**config.mk**
```make
export PLATFORM = sky130hd
export DESIGN_NAME = regfile_scoreboard
export DESIGN_NICKNAME = d
export VERILOG_FILES = /design/src/rtl/regfile_scoreboard.sv
export SDC_FILE = /design/constraint.sdc
export NUM_CORES = 2
export LEC_CHECK = 0
export CORE_ASPECT_RATIO = 0.7
export CORE_MARGIN = 4
export CORE_UTILIZATION = 52
export CTS_CLUSTER_SIZE = 12
export DETAILED_ROUTE_END_ITERATION = 6
export HOLD_SLACK_MARGIN = 0.06
export PLACE_DENSITY_LB_ADDON = 0.15
export REMOVE_ABC_BUFFERS = 1
export SYNTH_ARGS = -nofsm -noshare
export SYNTH_HDL_FRONTEND = slang
export SYNTH_SLANG_ARGS = --single-unit
```
**constraint.sdc**
```tcl
create_clock -name clk -period 6 [get_ports clk]
set_input_delay 1.2 -clock clk [delete_from_list [all_inputs] [get_ports clk]]
set_output_delay 1.2 -clock clk [all_outputs]
set_load 0.1 [all_outputs]
```
**src/rtl/regfile_scoreboard.sv**
```systemverilog
// Register file with NRD combinational read ports, one clocked write port, same-cycle write bypass
// and a per-register pending-write scoreboard. Optional macro: REGFILE_SCOREBOARD_ZERO_REG_EN.
module regfile_scoreboard #(
    parameter int unsigned DATA_W = 32,
    parameter int unsigned NREGS  = 32,
    parameter int unsigned ADDR_W = 5,
    parameter int unsigned NRD    = 2,
    parameter int unsigned CNT_W  = 2
) (
    input  logic                   clk,
    input  logic                   reset,
    input  logic [NRD*ADDR_W-1:0]  rd_addr,
    output logic [NRD*DATA_W-1:0]  rd_data,
    output logic [NRD-1:0]         rd_busy,
    input  logic                   iss_valid,
    input  logic [ADDR_W-1:0]      iss_addr,
    output logic                   iss_ready,
    input  logic                   wr_en,
    input  logic [ADDR_W-1:0]      wr_addr,
    input  logic [DATA_W-1:0]      wr_data,
    input  logic                   flush,
    output logic                   pend_any,
    output logic                   sb_err
);

    localparam logic [CNT_W-1:0]  CNT_MAX = {CNT_W{1'b1}};
    localparam logic [CNT_W-1:0]  CNT_ONE = CNT_W'(1);
    localparam logic [ADDR_W:0]   NREGS_A = (ADDR_W+1)'(NREGS);
`ifdef REGFILE_SCOREBOARD_ZERO_REG_EN
    localparam bit ZERO_REG = 1'b1;
`else
    localparam bit ZERO_REG = 1'b0;
`endif

    logic [DATA_W-1:0] regs_q [NREGS];
    logic [DATA_W-1:0] regs_d [NREGS];
    logic [CNT_W-1:0]  cnt_q  [NREGS];
    logic [CNT_W-1:0]  cnt_d  [NREGS];
    logic              sb_err_q, sb_err_d;

    logic              iss_ok, wr_ok, inc, dec;
    logic [CNT_W-1:0]  iss_cnt, wr_cnt;

    // An address is backed by real state only if in range and not the hardwired zero register
    function automatic logic backed(input logic [ADDR_W-1:0] a);
        return ({1'b0, a} < NREGS_A) && !(ZERO_REG && (a == '0));
    endfunction

    // Read ports: bypass the in-flight write, and drop busy when that write retires the last pending entry
    always_comb begin
        rd_data = '0;
        rd_busy = '0;
        for (int i = 0; i < int'(NRD); i++) begin
            logic [ADDR_W-1:0] a;
            logic [CNT_W-1:0]  c;
            logic              v, hit;
            a   = rd_addr[i*ADDR_W +: ADDR_W];
            v   = backed(a);
            c   = v ? cnt_q[a] : '0;
            hit = wr_en && (wr_addr == a);
            if (v) rd_data[i*DATA_W +: DATA_W] = hit ? wr_data : regs_q[a];
            rd_busy[i] = (c != '0) && !(hit && (c == CNT_ONE));
        end
    end

    // Issue acceptance and next-state for registers, counters and the sticky error
    always_comb begin
        iss_ok    = backed(iss_addr);
        wr_ok     = wr_en && backed(wr_addr);
        iss_cnt   = iss_ok ? cnt_q[iss_addr] : '0;
        wr_cnt    = wr_ok ? cnt_q[wr_addr] : '0;
        iss_ready = !((iss_cnt == CNT_MAX) && !(wr_en && (wr_addr == iss_addr)));
        inc       = iss_valid && iss_ready && iss_ok;
        dec       = wr_ok && (wr_cnt != '0);
        regs_d    = regs_q;
        cnt_d     = cnt_q;
        sb_err_d  = sb_err_q;

        if (wr_ok) regs_d[wr_addr] = wr_data;
        if (wr_ok && (wr_cnt == '0)) sb_err_d = 1'b1;

        if (flush) begin
            for (int r = 0; r < int'(NREGS); r++) cnt_d[r] = '0;
        end else begin
            // Increment then decrement so a same-register issue+retire nets to no change
            if (inc) cnt_d[iss_addr] = cnt_d[iss_addr] + CNT_ONE;
            if (dec) cnt_d[wr_addr]  = cnt_d[wr_addr] - CNT_ONE;
        end
    end

    always_comb begin
        pend_any = 1'b0;
        for (int r = 0; r < int'(NREGS); r++) pend_any = pend_any | (cnt_q[r] != '0);
    end

    assign sb_err = sb_err_q;

    always_ff @(posedge clk or negedge reset) begin
        if (!reset) begin
            for (int r = 0; r < int'(NREGS); r++) begin
                regs_q[r] <= '0;
                cnt_q[r]  <= '0;
            end
            sb_err_q <= 1'b0;
        end else begin
            regs_q   <= regs_d;
            cnt_q    <= cnt_d;
            sb_err_q <= sb_err_d;
        end
    end

endmodule

```
-- Word-level counts from Yosys, hierarchy flattened
Cells that the tools add are included.
W data, S select, Z words.
- add/sub/neg operators: 2
- $lt $le $gt $ge: 6
- eq/ne operators: 6
- mux-type cells: 37
- bitwise gates (word level): 35
- reductions and logical operators: 53
- operators with widths (kind ; number):
    $bwmux W1024 ; 1
    $bmux W32 S5 ; 2
    $mux W64 ; 4
    $mux W32 ; 7
    $demux W32 S5 ; 1
    $bwmux W64 ; 2
    $reduce_bool A2 Y1 ; 35
    $bmux W2 S5 ; 5
    $or A1 B1 Y1 ; 31
    $mux W2 ; 13
    $ge A6 B6 Y1 const B ; 4
    $not A5 Y6 ; 4
    $demux W2 S5 ; 2
    $eq A5 B5 Y1 ; 3
    $logic_and A1 B1 Y1 ; 13
    $lt A6 B1 Y1 const B ; 2
    $eq A2 B1 Y1 const B ; 2
    $logic_not A1 Y1 ; 4
    $add A2 B1 Y2 const B ; 1
    $eq A2 B2 Y1 const B ; 1
    $logic_not A2 Y1 ; 1
    $sub A2 B1 Y2 const B ; 1
- flip-flop bits (word level): 1089
- output and inout port bits: 69
- word-level logic and storage cells: 204

-- Logic depth before layout (Yosys ltp)
- depth in word-level cells: 32
- gate-level depth with buffers: 24

-- Worst setup path before layout
OpenSTA, ideal clock, no wires.
- path type: input-to-output
- start point: input port iss_addr[4]
- end point: output port iss_ready
- arrival time: 5.376 ns
- data required time: 4.800 ns
- path slack: -0.576 ns
- stages: 6
- buffers on the path: 3
- cell sequence: buf_2 -> xor2_1 -> or4_1 -> buf_2 -> buf_6 -> o41ai_1
- word-level cells in the longest chain between the ends: 7
- RTL lines (what ; RTL line ; source):
    start, declared ; 16 ; input logic [ADDR_W-1:0] iss_addr,
    $not A5 Y6 (implied by the code) ; 70 ; iss_cnt = iss_ok ? cnt_q[iss_addr] : '0;
    $bmux W2 S5 ; 70 ;
    $mux W2 (implied by the code) (2 in series) ; 70 ;
    $eq A2 B2 Y1 ; 72 ; iss_ready = !((iss_cnt == CNT_MAX) && !(wr_en && (wr_addr == iss_addr)));
    $logic_and A1 B1 Y1 * ; 72 ;
    $logic_not A1 Y1 * ; 72 ;
    end, declared ; 17 ; output logic iss_ready,
Mark *: on every way between the ends. The rest lies on a longest branch, timed or not. The select of a mux whose other input is x is not followed.

==> flow_metrics.tcl <==
set metrics [dict create \
    cts_root_buffer "clkbuf_16" \
    synth.largest_area_cell "dfrtp_1" \
    power.share.clock 0.300 \
    cp_slowest_cell "a2111oi_0" \
    violations "design-rule violations" \
    drive_above_1_share 0.505 \
    yosysSeqAreaShare 0.439 \
    setup_slack_ps 235 \
    tritoncts "built" \
    post_cts_buffers 0 \
    hold_path.class "reg2reg" \
    synth_edf_count 0 \
    final_cell_mix "dfrtp_1 (1089), mux2_2 (969), mux4_2 (691)" \
    dp_hpwl_um 129000 \
    portBuffers 125 \
    path_buf_inv 5 \
    critical_path_arrival_ps 6350 \
    grt_pass1_vias 43000 \
    core_region_area_mm2 0.118 \
    muxShareOfSynthArea 0.442 \
    met1_length_um 93200 \
    fp.dieArea_mm2 0.125 \
    synth_top_family_by_area "multiplexers" \
    finalCritPeriodShare 0.961 \
    insertion_delay_ps 740 \
    status "finished with violations" \
    synthesis.area_mm2 0.0621 \
    power.switching_mw 6.95 \
    wl_met3_um 21300 \
    slew_headroom 0.160 \
    final.min_clock_period_ps 5760 \
    grtUsageTotal 0.341 \
    synth_area_per_cell_um2 14.2 \
    power.share.switching 0.305 \
    fin_cells 6116 \
    setup_tns_ps 0 \
    fmax_mhz 173 \
    drt-initial-drc-count 4961 \
    finish.utilization 0.605 \
    slew_viol_final 0 \
    tightest_slew_ps 1260 \
    synthArstFlopShare 1.00 \
    syn_to_final_growth_pct 14.9 \
    yosysUniqueCellTypes 84 \
    critPathLaunchType "input pin" \
    htree_levels 3 \
    yosys.area_share.adder 0.000202 \
    drt-pass1-iter-count 7 \
    total_power_mw 22.8 \
    wl_per_cell_um 34.8 \
    gp_congestion 1.02 \
    critPathMaxStageDelay_ps 580 \
    synth_compound_area_frac 0.0337 \
    clk_pin_slew_worst_paths_ps 80 \
    fillers 9052 \
    placed_cells 5934 \
    worst_clock_skew_ps 23.3 \
    end_kind "flip-flop" \
    ys.flop_type "dfrtp_1" \
    leakagePower_nw 29.9 \
    dr_total_vias 43000 \
    synth_simple_gate_area_frac 0.0525 \
    cts.sinks 1089 \
    cap_viol_max_count 0 \
    clk_path_buf_depth 3 \
    cts_made_buffers 109 \
    grt_pass1_wl_um 312000 \
    drcViolationCount 4 \
    synth_area_leaders "dfrtp_1 (44%), mux4_2 (25%), mux2_2 (18%)" \
    post-place-ws_ps -500 \
    grt_max_degree 159 \
    power_density_mw_per_mm2 320 \
    p_int_mw 15.9 \
    rows 105 \
    path_max_fanout 40 \
    synth_seq_cells 1089 \
    drt-total-wl_um 213000 \
    final_common_cell "dfrtp_1" \
    cp_top_family "compound AO/OA/AOI/OAI gates" \
    nets 4552 \
    synth_top_cell_area_share 0.439 \
    wl_met2_um 92200 \
    critPathRequiredTime_ps 6590 \
    ir_drop_uv 288 \
    final_antenna_net_count 0 \
    antenna_found_initial 6 \
    seq_power_share 0.425 \
    critPathKind "in2reg" \
    path_cells "clkdlybuf4s50_1 > buf_12 > mux4_2 > a22oi_1 > nand4_1 > ha_1 > buf_4 > or3_1 > o21ai_0 > mux2_2 > a2111oi_0 > a211oi_1 > o32a_1 > nand3_2 > buf_12 > buf_4 > xor2_1 > a211oi_1" \
    hold_viol 0 \
    synth-warning-count 0 \
    setup-violations-final 0 \
    grt_setup_unrepaired "false" \
    routed_via_density 7.03 \
    die_y_um 297 \
    pwr-share-comb 0.276 \
    start_util 0.527 \
    io_pins 126 \
    die_x_um 421 \
    syn_inst 4365 \
    grt_overflow 0 \
    topRoutingLayerUsed "met4" \
    synth_xor_area_frac 0.00240 \
]
-- layer usage --
metal / global-route usage / vias to the layer above
met5: 0 / -
met4: 0.0941 / 0
met3: 0.0815 / 392
met2: 0.486 / 2280
met1: 0.526 / 23100
li1: - / 17200
-- flip-flops by register name, summed over array words and instances, names as in the netlist --
signal  cells
regs_q   1024
sb_err      1
cnt_q      64
-- synthesized netlist by cell type (all sizes together), types with 5 or more instances --
library cell and number:
nor3b 6, nor3 49, nor2 122, mux2i 98
or2 5, o2111a 7, or3 22, nand3 24
a22oi 9, and3b 5, nand3b 16, clkbuf 347
o211ai 9, nand2b 6, xor2 13, o311ai 14
a211oi 17, nand4 43, mux2 969, o22ai 14
o21ai 104, mux4 691, nand2 360, and3 7
a211o 5, buf 119, a2111oi 6, dfrtp 1089
inv 6, nor4 17, nor2b 6, a21oi 71
-- worst paths after layout --
path	cells past startpoint	endpoint	slack [ps]	start
setup / recovery	18	cnt_q[21]	240	iss_addr[0]
hold / removal	1	sb_err	480	sb_err
setup reg to reg	21	cnt_q[29]	810	cnt_q[44]
hold reg to reg	1	sb_err	480	sb_err
max in group asynchronous	2	regs_q[710]	4080	reset
min in group asynchronous	1	cnt_q[53]	500	reset
-- power by group through the flow --
stage	clock, mW	sequential, mW	combinational [mW]
after CTS	6.93	9.64	6.29
after global placement	0	9.66	6.19
final	6.84	9.68	6.28
after global routing	7.24	9.85	6.61
after floorplan	0	9.42	4.22
after detailed placement	0	9.76	6.27
-- cell families after synthesis --
family,Yosys count
DFF,1089
xor gates and xnor gates,17
buffers and inverters,474
AOI/OAI and AO/OA,319
adders and majority gates,1
muxes,1758
and+or+nand+nor,707
-- per-stage QoR --
stage               hold WS, ps  cell area, um^2
floorplan                   457            60300
global placement            441            67900
detailed placement          474            67900
CTS                         489            71300
global route                509            71300
finish                      481            71300
-- cell type report --
cell class | instances | area [um^2] | share of cell area
Antenna cell | 3 | 7.51 | 0.000105
Clock buffer | 166 | 3210 | 0.0450
Clock inverter | 13 | 245 | 0.00344
Inverter | 8 | 30.0 | 0.000421
Multi-Input combinational cell | 2802 | 33300 | 0.466
Sequential cell | 1089 | 27300 | 0.382
Tap cell | 1551 | 1940 | 0.0272
Timing Repair Buffer | 484 | 5390 | 0.0756
-- repair_timing --
action,in CTS,in global routing
endpoints found under the setup margin,0,9
resized for setup,0,1
hold buffers,0,0
(Power assumes the default switching activity.)
